### src/rtl/player_pkg.sv
// Shared definitions for the hero controller: direction codes, FSM state
// encodings and the tile/sprite ids the controller recognises.
package player_pkg;

  typedef enum logic [1:0] {
    DIR_R = 2'd0,
    DIR_U = 2'd1,
    DIR_D = 2'd2,
    DIR_L = 2'd3
  } dir_e;

  typedef enum logic [1:0] {
    ST_IDLE    = 2'd0,
    ST_CHECK   = 2'd1,
    ST_WAIT    = 2'd2,
    ST_RESOLVE = 2'd3
  } state_e;

  // Tile ids returned by the map RAM
  localparam logic [15:0] TILE_FLOOR   = 16'h0000;
  localparam logic [15:0] TILE_WALL    = 16'h0001;

  // First hero sprite in the resource table
  localparam logic [15:0] RS_HERO_BASE = 16'h0100;

endpackage

### src/rtl/player_ctrl_if.sv
// Map RAM request/response channel: the controller asks for one tile and
// the RAM answers with a tile_vld strobe.
interface player_ctrl_if #(
  parameter int COORD_W = 4,
  parameter int TILE_W  = 16
) ();
  logic               tile_req;
  logic [COORD_W-1:0] goto_pos_x;
  logic [COORD_W-1:0] goto_pos_y;
  logic               tile_vld;
  logic [TILE_W-1:0]  goto_tile_id;

  modport master (output tile_req, goto_pos_x, goto_pos_y,
                  input  tile_vld, goto_tile_id);
  modport slave  (input  tile_req, goto_pos_x, goto_pos_y,
                  output tile_vld, goto_tile_id);
endinterface

### src/rtl/player_ctrl_btn_repeat.sv
// Button front end: registers the low-active buttons, picks the
// highest-priority direction (R > U > D > L) and emits one-cycle move
// events on a new press and on hold-to-repeat.
module btn_repeat
  import player_pkg::*;
#(
  parameter int REPEAT_DLY  = 8,
  parameter int REPEAT_RATE = 4
) (
  input  logic       clk,
  input  logic       rstn,
  input  logic [3:0] btn_i,
  output logic       evt_o,
  output dir_e       dir_o
);

  localparam int CMAX = (REPEAT_DLY > REPEAT_RATE) ? REPEAT_DLY : REPEAT_RATE;
  localparam int CW   = $clog2(CMAX + 1) + 1;

  logic [3:0]    btn_q;
  logic          act, act_q, rep_q, rep_d;
  dir_e          dir, dir_q;
  logic [CW-1:0] cnt_q, cnt_d;
  logic          press, rpt;

  // Priority resolve on the registered buttons
  always_comb begin
    act = ~&btn_q;
    dir = DIR_L;
    if (!btn_q[3])      dir = DIR_R;
    else if (!btn_q[2]) dir = DIR_U;
    else if (!btn_q[1]) dir = DIR_D;
  end

  // Press / repeat detection; the counter holds cycles since the last event
  always_comb begin
    press = act && (!act_q || (dir != dir_q));
    rpt   = act && !press &&
            (cnt_q == (rep_q ? CW'(REPEAT_RATE) : CW'(REPEAT_DLY)));
    cnt_d = cnt_q + 1'b1;
    rep_d = rep_q;
    if (!act) begin
      cnt_d = '0;
      rep_d = 1'b0;
    end else if (press) begin
      cnt_d = CW'(1);
      rep_d = 1'b0;
    end else if (rpt) begin
      cnt_d = CW'(1);
      rep_d = 1'b1;
    end
  end

  // Input register and hold-tracking state
  always_ff @(posedge clk or negedge rstn) begin
    if (!rstn) begin
      btn_q <= 4'hF;
      act_q <= 1'b0;
      dir_q <= DIR_R;
      cnt_q <= '0;
      rep_q <= 1'b0;
    end else begin
      btn_q <= btn_i;
      act_q <= act;
      dir_q <= dir;
      cnt_q <= cnt_d;
      rep_q <= rep_d;
    end
  end

  assign evt_o = press || rpt;
  assign dir_o = dir;

endmodule

### src/rtl/player_ctrl.sv
// Hero controller: turns button events into bounds-checked grid moves,
// fetches the target tile from the map RAM and resolves floor / wall /
// interactive tiles. Optional walk-frame sprite toggle: PLAYER_WALK_ANIM_EN.
module player_ctrl
  import player_pkg::*;
#(
  parameter int COORD_W      = 4,
  parameter int MAP_W        = 13,
  parameter int MAP_H        = 13,
  parameter int START_X      = 6,
  parameter int START_Y      = 11,
  parameter int TILE_W       = 16,
  parameter int REPEAT_DLY   = 8,
  parameter int REPEAT_RATE  = 4,
  parameter int WAIT_TIMEOUT = 15
) (
  input  logic               clk,
  input  logic               rstn,
  input  logic [3:0]         btn,
  input  logic               lock,
  player_ctrl_if.master      ram,
  output logic [COORD_W-1:0] pos_x,
  output logic [COORD_W-1:0] pos_y,
  output logic [1:0]         facing,
  output logic               busy,
  output logic               evt_vld,
  output logic [TILE_W-1:0]  evt_tile_id,
  output logic [TILE_W-1:0]  appearance
);

  localparam int WCW = $clog2(WAIT_TIMEOUT + 1);

  state_e             state_q, state_d;
  dir_e               facing_q, evt_dir, go_dir, pend_dir_q, pend_dir_d;
  logic               evt, go, oob, oob_q, pend_vld_q, pend_vld_d;
  logic [COORD_W-1:0] pos_x_q, pos_y_q, goto_x_q, goto_y_q, tgt_x, tgt_y;
  logic [WCW-1:0]     wcnt_q;
  logic [TILE_W-1:0]  tile_q, evt_id_q;
  logic               evt_vld_q, move;

  btn_repeat #(
    .REPEAT_DLY  (REPEAT_DLY),
    .REPEAT_RATE (REPEAT_RATE)
  ) u_btn (
    .clk   (clk),
    .rstn  (rstn),
    .btn_i (btn),
    .evt_o (evt),
    .dir_o (evt_dir)
  );

  // Event selection for IDLE: a buffered press beats a same-cycle new one
  always_comb begin
    go     = 1'b0;
    go_dir = evt_dir;
    if (!lock) begin
      if (pend_vld_q) begin
        go     = 1'b1;
        go_dir = pend_dir_q;
      end else if (evt) begin
        go = 1'b1;
      end
    end
  end

  // Target tile and edge check; an off-map target keeps goto on pos
  always_comb begin
    oob   = 1'b0;
    tgt_x = pos_x_q;
    tgt_y = pos_y_q;
    case (go_dir)
      DIR_R: begin oob = (pos_x_q == COORD_W'(MAP_W - 1)); tgt_x = pos_x_q + COORD_W'(1); end
      DIR_L: begin oob = (pos_x_q == '0);                  tgt_x = pos_x_q - COORD_W'(1); end
      DIR_U: begin oob = (pos_y_q == '0);                  tgt_y = pos_y_q - COORD_W'(1); end
      DIR_D: begin oob = (pos_y_q == COORD_W'(MAP_H - 1)); tgt_y = pos_y_q + COORD_W'(1); end
    endcase
    if (oob) begin
      tgt_x = pos_x_q;
      tgt_y = pos_y_q;
    end
  end

  // FSM next state
  always_comb begin
    state_d = state_q;
    case (state_q)
      ST_IDLE:    if (go) state_d = ST_CHECK;
      ST_CHECK:   state_d = oob_q ? ST_IDLE : ST_WAIT;
      ST_WAIT:    if (ram.tile_vld)                          state_d = ST_RESOLVE;
                  else if (wcnt_q == WCW'(WAIT_TIMEOUT - 1)) state_d = ST_IDLE;
      ST_RESOLVE: state_d = ST_IDLE;
    endcase
  end

  // FSM state register
  always_ff @(posedge clk or negedge rstn) begin
    if (!rstn) state_q <= ST_IDLE;
    else       state_q <= state_d;
  end

  // Pending buffer: holds the newest press seen while busy, lock flushes it
  always_comb begin
    pend_vld_d = pend_vld_q;
    pend_dir_d = pend_dir_q;
    if (lock || state_q == ST_IDLE) begin
      pend_vld_d = 1'b0;
    end else if (evt) begin
      pend_vld_d = 1'b1;
      pend_dir_d = evt_dir;
    end
  end

  // Pending buffer register
  always_ff @(posedge clk or negedge rstn) begin
    if (!rstn) begin
      pend_vld_q <= 1'b0;
      pend_dir_q <= DIR_R;
    end else begin
      pend_vld_q <= pend_vld_d;
      pend_dir_q <= pend_dir_d;
    end
  end

  assign move = (state_q == ST_RESOLVE) && (tile_q == TILE_W'(TILE_FLOOR));

  // Datapath: latch move, capture tile, commit position or raise event
  always_ff @(posedge clk or negedge rstn) begin
    if (!rstn) begin
      facing_q  <= DIR_D;
      pos_x_q   <= COORD_W'(START_X);
      pos_y_q   <= COORD_W'(START_Y);
      goto_x_q  <= COORD_W'(START_X);
      goto_y_q  <= COORD_W'(START_Y);
      oob_q     <= 1'b0;
      wcnt_q    <= '0;
      tile_q    <= '0;
      evt_vld_q <= 1'b0;
      evt_id_q  <= '0;
    end else begin
      evt_vld_q <= 1'b0;
      wcnt_q    <= (state_q == ST_WAIT) ? wcnt_q + 1'b1 : '0;
      case (state_q)
        ST_IDLE: if (go) begin
          facing_q <= go_dir;
          goto_x_q <= tgt_x;
          goto_y_q <= tgt_y;
          oob_q    <= oob;
        end
        ST_WAIT: if (ram.tile_vld) tile_q <= ram.goto_tile_id;
        ST_RESOLVE: begin
          if (move) begin
            pos_x_q <= goto_x_q;
            pos_y_q <= goto_y_q;
          end else if (tile_q != TILE_W'(TILE_WALL)) begin
            evt_vld_q <= 1'b1;
            evt_id_q  <= tile_q;
          end
        end
        default: ;
      endcase
    end
  end

`ifdef PLAYER_WALK_ANIM_EN
  logic frame_q;

  // Walk frame flips on every committed step
  always_ff @(posedge clk or negedge rstn) begin
    if (!rstn)     frame_q <= 1'b0;
    else if (move) frame_q <= ~frame_q;
  end

  assign appearance = TILE_W'(RS_HERO_BASE) + TILE_W'({facing_q, frame_q});
`else
  assign appearance = TILE_W'(RS_HERO_BASE) + TILE_W'(facing_q);
`endif

  assign ram.tile_req   = (state_q == ST_CHECK) && !oob_q;
  assign ram.goto_pos_x = goto_x_q;
  assign ram.goto_pos_y = goto_y_q;
  assign pos_x          = pos_x_q;
  assign pos_y          = pos_y_q;
  assign facing         = facing_q;
  assign busy           = (state_q != ST_IDLE);
  assign evt_vld        = evt_vld_q;
  assign evt_tile_id    = evt_id_q;

endmodule

### src/flat_wrapper.sv
// flat-port wrapper written by rule: the top's interface ports become plain ports
module player_ctrl_flat import player_pkg::*;
#(
  parameter int COORD_W      = 4,
  parameter int MAP_W        = 13,
  parameter int MAP_H        = 13,
  parameter int START_X      = 6,
  parameter int START_Y      = 11,
  parameter int TILE_W       = 16,
  parameter int REPEAT_DLY   = 8,
  parameter int REPEAT_RATE  = 4,
  parameter int WAIT_TIMEOUT = 15
)
  (clk, rstn, btn, lock, pos_x, pos_y, facing, busy, evt_vld, evt_tile_id, appearance, ram_tile_req, ram_goto_pos_x, ram_goto_pos_y, ram_tile_vld, ram_goto_tile_id);
  player_ctrl_if #(.COORD_W(COORD_W), .TILE_W(TILE_W)) ram_i ();
  input  logic clk;
  input  logic rstn;
  input  logic [3:0] btn;
  input  logic lock;
  output logic [COORD_W-1:0] pos_x;
  output logic [COORD_W-1:0] pos_y;
  output logic [1:0] facing;
  output logic busy;
  output logic evt_vld;
  output logic [TILE_W-1:0] evt_tile_id;
  output logic [TILE_W-1:0] appearance;
  output wire logic [$bits(ram_i.tile_req)-1:0] ram_tile_req;
  output wire logic [$bits(ram_i.goto_pos_x)-1:0] ram_goto_pos_x;
  output wire logic [$bits(ram_i.goto_pos_y)-1:0] ram_goto_pos_y;
  input wire logic [$bits(ram_i.tile_vld)-1:0] ram_tile_vld;
  input wire logic [$bits(ram_i.goto_tile_id)-1:0] ram_goto_tile_id;
  assign ram_tile_req = ram_i.tile_req;
  assign ram_goto_pos_x = ram_i.goto_pos_x;
  assign ram_goto_pos_y = ram_i.goto_pos_y;
  assign ram_i.tile_vld = ram_tile_vld;
  assign ram_i.goto_tile_id = ram_goto_tile_id;
  player_ctrl #(.COORD_W(COORD_W), .MAP_W(MAP_W), .MAP_H(MAP_H), .START_X(START_X), .START_Y(START_Y), .TILE_W(TILE_W), .REPEAT_DLY(REPEAT_DLY), .REPEAT_RATE(REPEAT_RATE), .WAIT_TIMEOUT(WAIT_TIMEOUT)) u_core (.clk(clk), .rstn(rstn), .btn(btn), .lock(lock), .ram(ram_i), .pos_x(pos_x), .pos_y(pos_y), .facing(facing), .busy(busy), .evt_vld(evt_vld), .evt_tile_id(evt_tile_id), .appearance(appearance));
endmodule
### config.mk
export PLATFORM = sky130hd
export DESIGN_NAME = player_ctrl_flat
export DESIGN_NICKNAME = d
export VERILOG_FILES = /design/src/rtl/player_pkg.sv /design/src/rtl/player_ctrl_if.sv /design/src/rtl/player_ctrl_btn_repeat.sv /design/src/rtl/player_ctrl.sv /design/src/flat_wrapper.sv
export SDC_FILE = /design/constraint.sdc
export NUM_CORES = 1
export LEC_CHECK = 0
export ABC_AREA = 1
export CAP_MARGIN = 20
export CORE_UTILIZATION = 50
export CTS_BUF_LIST = sky130_fd_sc_hd__clkbuf_4 sky130_fd_sc_hd__clkbuf_8 sky130_fd_sc_hd__clkbuf_16
export CTS_CLUSTER_SIZE = 14
export DETAILED_ROUTE_END_ITERATION = 7
export GPL_TIMING_DRIVEN = 0
export PLACE_DENSITY_LB_ADDON = 0.12
export SYNTH_ARGS = -nofsm -noshare
export SYNTH_HDL_FRONTEND = slang
export SYNTH_HIERARCHICAL = 1
export SYNTH_SLANG_ARGS = --single-unit
### constraint.sdc
create_clock -name clk -period 6.04 [get_ports clk]
set_input_delay 1.208 -clock clk [delete_from_list [all_inputs] [get_ports clk]]
set_output_delay 1.208 -clock clk [all_outputs]
set_load 0.01 [all_outputs]
==> key figures <==
Layout
  – Ant. Diodes: 0
  – Layout filler cell count: 635
  – Register area: 1870 sq um
  – Share of cells above drive strength 1: 24.7%
  – Multi-input logic area: 1520 sq um
  – Nets: 537
  – Area Growth Syn to Fin: 27.2%
  – Most common cell after layout, fill and taps aside: nand2_1
  – Commonest cells after routing, fill and taps aside: nand2_1, clkdlybuf4s50_1, dfrtp_1

Setup path
  – Crit-path cells: clkdlybuf4s50_1, inv_1, nand2_1, o21ai_0, inv_1, ha_1, inv_1, ha_1, a21oi_1, a21oi_1, nor2_1, nand2_1, nand2_1, nand3_1, nand2_1
  – Worst-path fanout max: 4
  – Buf/Inv on CP: 4
  – CP dominant cell by count: nand2_1
  – CP Launch Type: input pin
  – Crit-path leading delay family: buffers and inverters
  – WP data required: 6330 ps
  – Critical Path Max Stage Delay: 410 ps
  – Crit path capture type: flop
  – Arrival @ worst endpoint: 3590 ps
  – Cell at the slowest stage of the critical path: clkdlybuf4s50_1
  – Critical path type: in2reg

Place
  – Routability Congestion: 0.810
  – Post-DP HPWL: 5450 um
  – Port Buffers: 62

Drt
  – Drt first-iter violations: 90
  – DRC: 0
  – Pre-antenna DRT Iters: 4
  – WL per Instance: 12.4 um
  – DRT antenna net count: 0
  – DR vias: 2,924
  – Vias per cell: 4.83
  – WL final: 7480 um

Synth
  – Synth top area cells: dfrtp_1, dfstp_2, nand2_1
  – Cells after Synth: 415
  – Synth Flop Type: dfrtp_1
  – Yosys warning count: 6
  – Average footprint of a synthesized cell: 9.04 sq um
  – Post-synth ARST share: 100%
  – Area leader, netlist: dfrtp_1
  – Top cell type's share of synthesized area: 39.4%
  – Number of synthesized flops with an enable pin: 0
  – Synth Register Bits: 74
  – Mapped Area: 3750 sq um
  – Sequential fraction of the synthesis area: 49.9%
  – Synth cell types: 33

GRT
  – Largest net degree at the start of global routing: 49
  – Vias in the first global route: 2,787
  – Initial antenna violation count: 0
  – First-pass GRT wire length: 12,700 um
  – All-Layer GR Usage: 21.7%
  – Total grt overflow: 0

Clock network
  – TritonCTS clock tree: built
  – Longest Clk Path Bufs: 2
  – Clk slew on worst S/H paths: 80 ps
  – Root buf cell: clkbuf_8
  – Worst skew pair latency: 350 ps
  – H-tree depth: 3
  – Post-CTS Resized: 0
  – CTS buffer count: 9
  – Hold Buf Count CTS: 0
  – Setup Fix Bufs, Post-CTS: 0
  – CTS sink count: 74

Timing
  – Setup TNS: 0 ps
  – Final-report hold violation count: 0
  – Final Cycle Share: 54.7%
  – Fin. max-slew vios: 0
  – Minimum clock period: 3300 ps
  – # setup viols final: 0
  – RSZ-0062 raised after global routing: false
  – FMAX: 303 MHz
  – Setup Skew: 7.54 ps

Outcome
  – Status: finished, final reports clean

Power and ir drop
  – Leak: 0.00234 uW
  – Overall power: 1960 uW
  – IR drop worst, VDD: 0.000253 V
  – Pwr dens: 410 nW/um^2

Floorplan
  – Die area: 7850 sq um
  – Ports: 77
  – Site Rows: 31
  – Core region area: 7250 sq um
  – Chip width: 88.6 um
  – Starting Density: 51.7%
  – Die height: 88.6 um

Flow run
  – Max-cap violations: 0

Min path
  – Worst Hold Class: reg2reg
-- Yosys cell counts, types with 3 or more instances --
cell type,number
nand2_2,14
xnor2_1,3
dfstp_2,15
nand2_1,80
o21ai_0,5
nor2_1,48
o21ai_2,14
xor2_1,4
dfrtp_1,59
buf_4,16
inv_2,23
buf_6,5
inv_1,33
nor2_4,3
nor2_2,3
buf_2,3
ha_1,11
o21ai_1,6
a21oi_1,27
nand3_1,25
nand4_4,4
-- report_power, final --
part	total, uW	leakage (uW)	internal [uW]	switching, uW
registers	770	0.000876	668	102
clock network	394	0.000103	212	182
logic	792	0.00136	361	431
-- flip-flops by register name, summed over array words and instances, names as in the netlist, 2 cells and up --
| register | flops |
|---|---|
| u_core/u_btn/dir_q | 2 |
| u_core/state_q | 2 |
| u_core/evt_tile_id | 16 |
| u_core/pend_dir_q | 2 |
| u_core/ram.goto_pos_y | 4 |
| u_core/facing | 2 |
| u_core/u_btn/btn_q | 4 |
| u_core/pos_y | 4 |
| u_core/wcnt_q | 4 |
| u_core/ram.goto_pos_x | 4 |
| u_core/tile_q | 16 |
| u_core/u_btn/cnt_q | 5 |
| u_core/pos_x | 4 |
-- final timing paths --
check | startpoint | end | slack (ps) | cells after the start
max | lock | u_core/ram.goto_pos_y[3]$_DFFE_PN1P_ | 2740 | 15
max reg2reg | u_core/u_btn/btn_q[3]$_DFF_PN1_ | u_core/ram.goto_pos_y[3]$_DFFE_PN1P_ | 3560 | 16
max in group asynchronous | rstn | u_core/ram.goto_pos_x[2]$_DFFE_PN1P_ | 4650 | 2
min in group asynchronous | rstn | u_core/u_btn/act_q$_DFF_PN0_ | 770 | 1
min reg2reg | u_core/ram.goto_pos_y[0]$_DFFE_PN1P_ | u_core/ram.goto_pos_y[0]$_DFFE_PN1P_ | 480 | 2
min | u_core/ram.goto_pos_y[0]$_DFFE_PN1P_ | u_core/ram.goto_pos_y[0]$_DFFE_PN1P_ | 480 | 2
-- worst reg2reg max path: stages (launching register included) --
cell and delay [ps]:
dfstp_2 550, nand2_2 70, inv_1 90, inv_1 60, nand2_1 60, o21ai_0 120
inv_1 130, ha_1 230, inv_1 120, ha_1 340, a21oi_1 180, a21oi_1 90
nor2_1 140, nand2_1 60, nand2_1 60, nand3_1 60, nand2_1 60
-- per-stage QoR --
stage                     util, %  setup slack (ps)  cell area (sq um)  std cells  hold WS, ps
after floorplan                 -              3070               3790        427          448
after global placement       62.6              1170               4540        588          463
after detailed placement     62.9              2400               4560        589          470
after CTS                    65.7              2760               4770        605          482
after global routing         65.7              2410               4770        605          504
final                        65.7              2740               4770        605          481
-- cell type report --
type | instances | area share [%]
Tap cell | 99 | 2.60
Buffer | 24 | 4.01
Sequential cell | 74 | 39.2
Clock buffer | 12 | 3.20
Multi-Input combinational cell | 272 | 31.9
Timing Repair Buffer | 63 | 13.5
Inverter | 57 | 4.49
Clock inverter | 4 | 1.08
-- metal layers --
layer	part of all wire, %	vias to the layer above	track usage, %
met5	0	-	0
met4	2.1	0	9.09
met3	4.5	14	5.78
met2	48	70	35.1
met1	45	1391	27.7
li1	-	1449	-
-- logic make-up (layout without fill, tap and decap cells) --
logic type | count (synthesis) | count (layout) | share of synthesized area, %
and+or+nand+nor | 184 | 184 | 24.2
AOI/OAI and AO/OA | 55 | 55 | 9.04
xor gates and xnor gates | 7 | 7 | 1.64
other | 2 | 14 | 0.200
DFF | 74 | 74 | 49.9
buffers and inverters | 81 | 160 | 10.8
adders and majority gates | 12 | 12 | 4.20
Note: power is estimated with default switching activity, not from simulation.
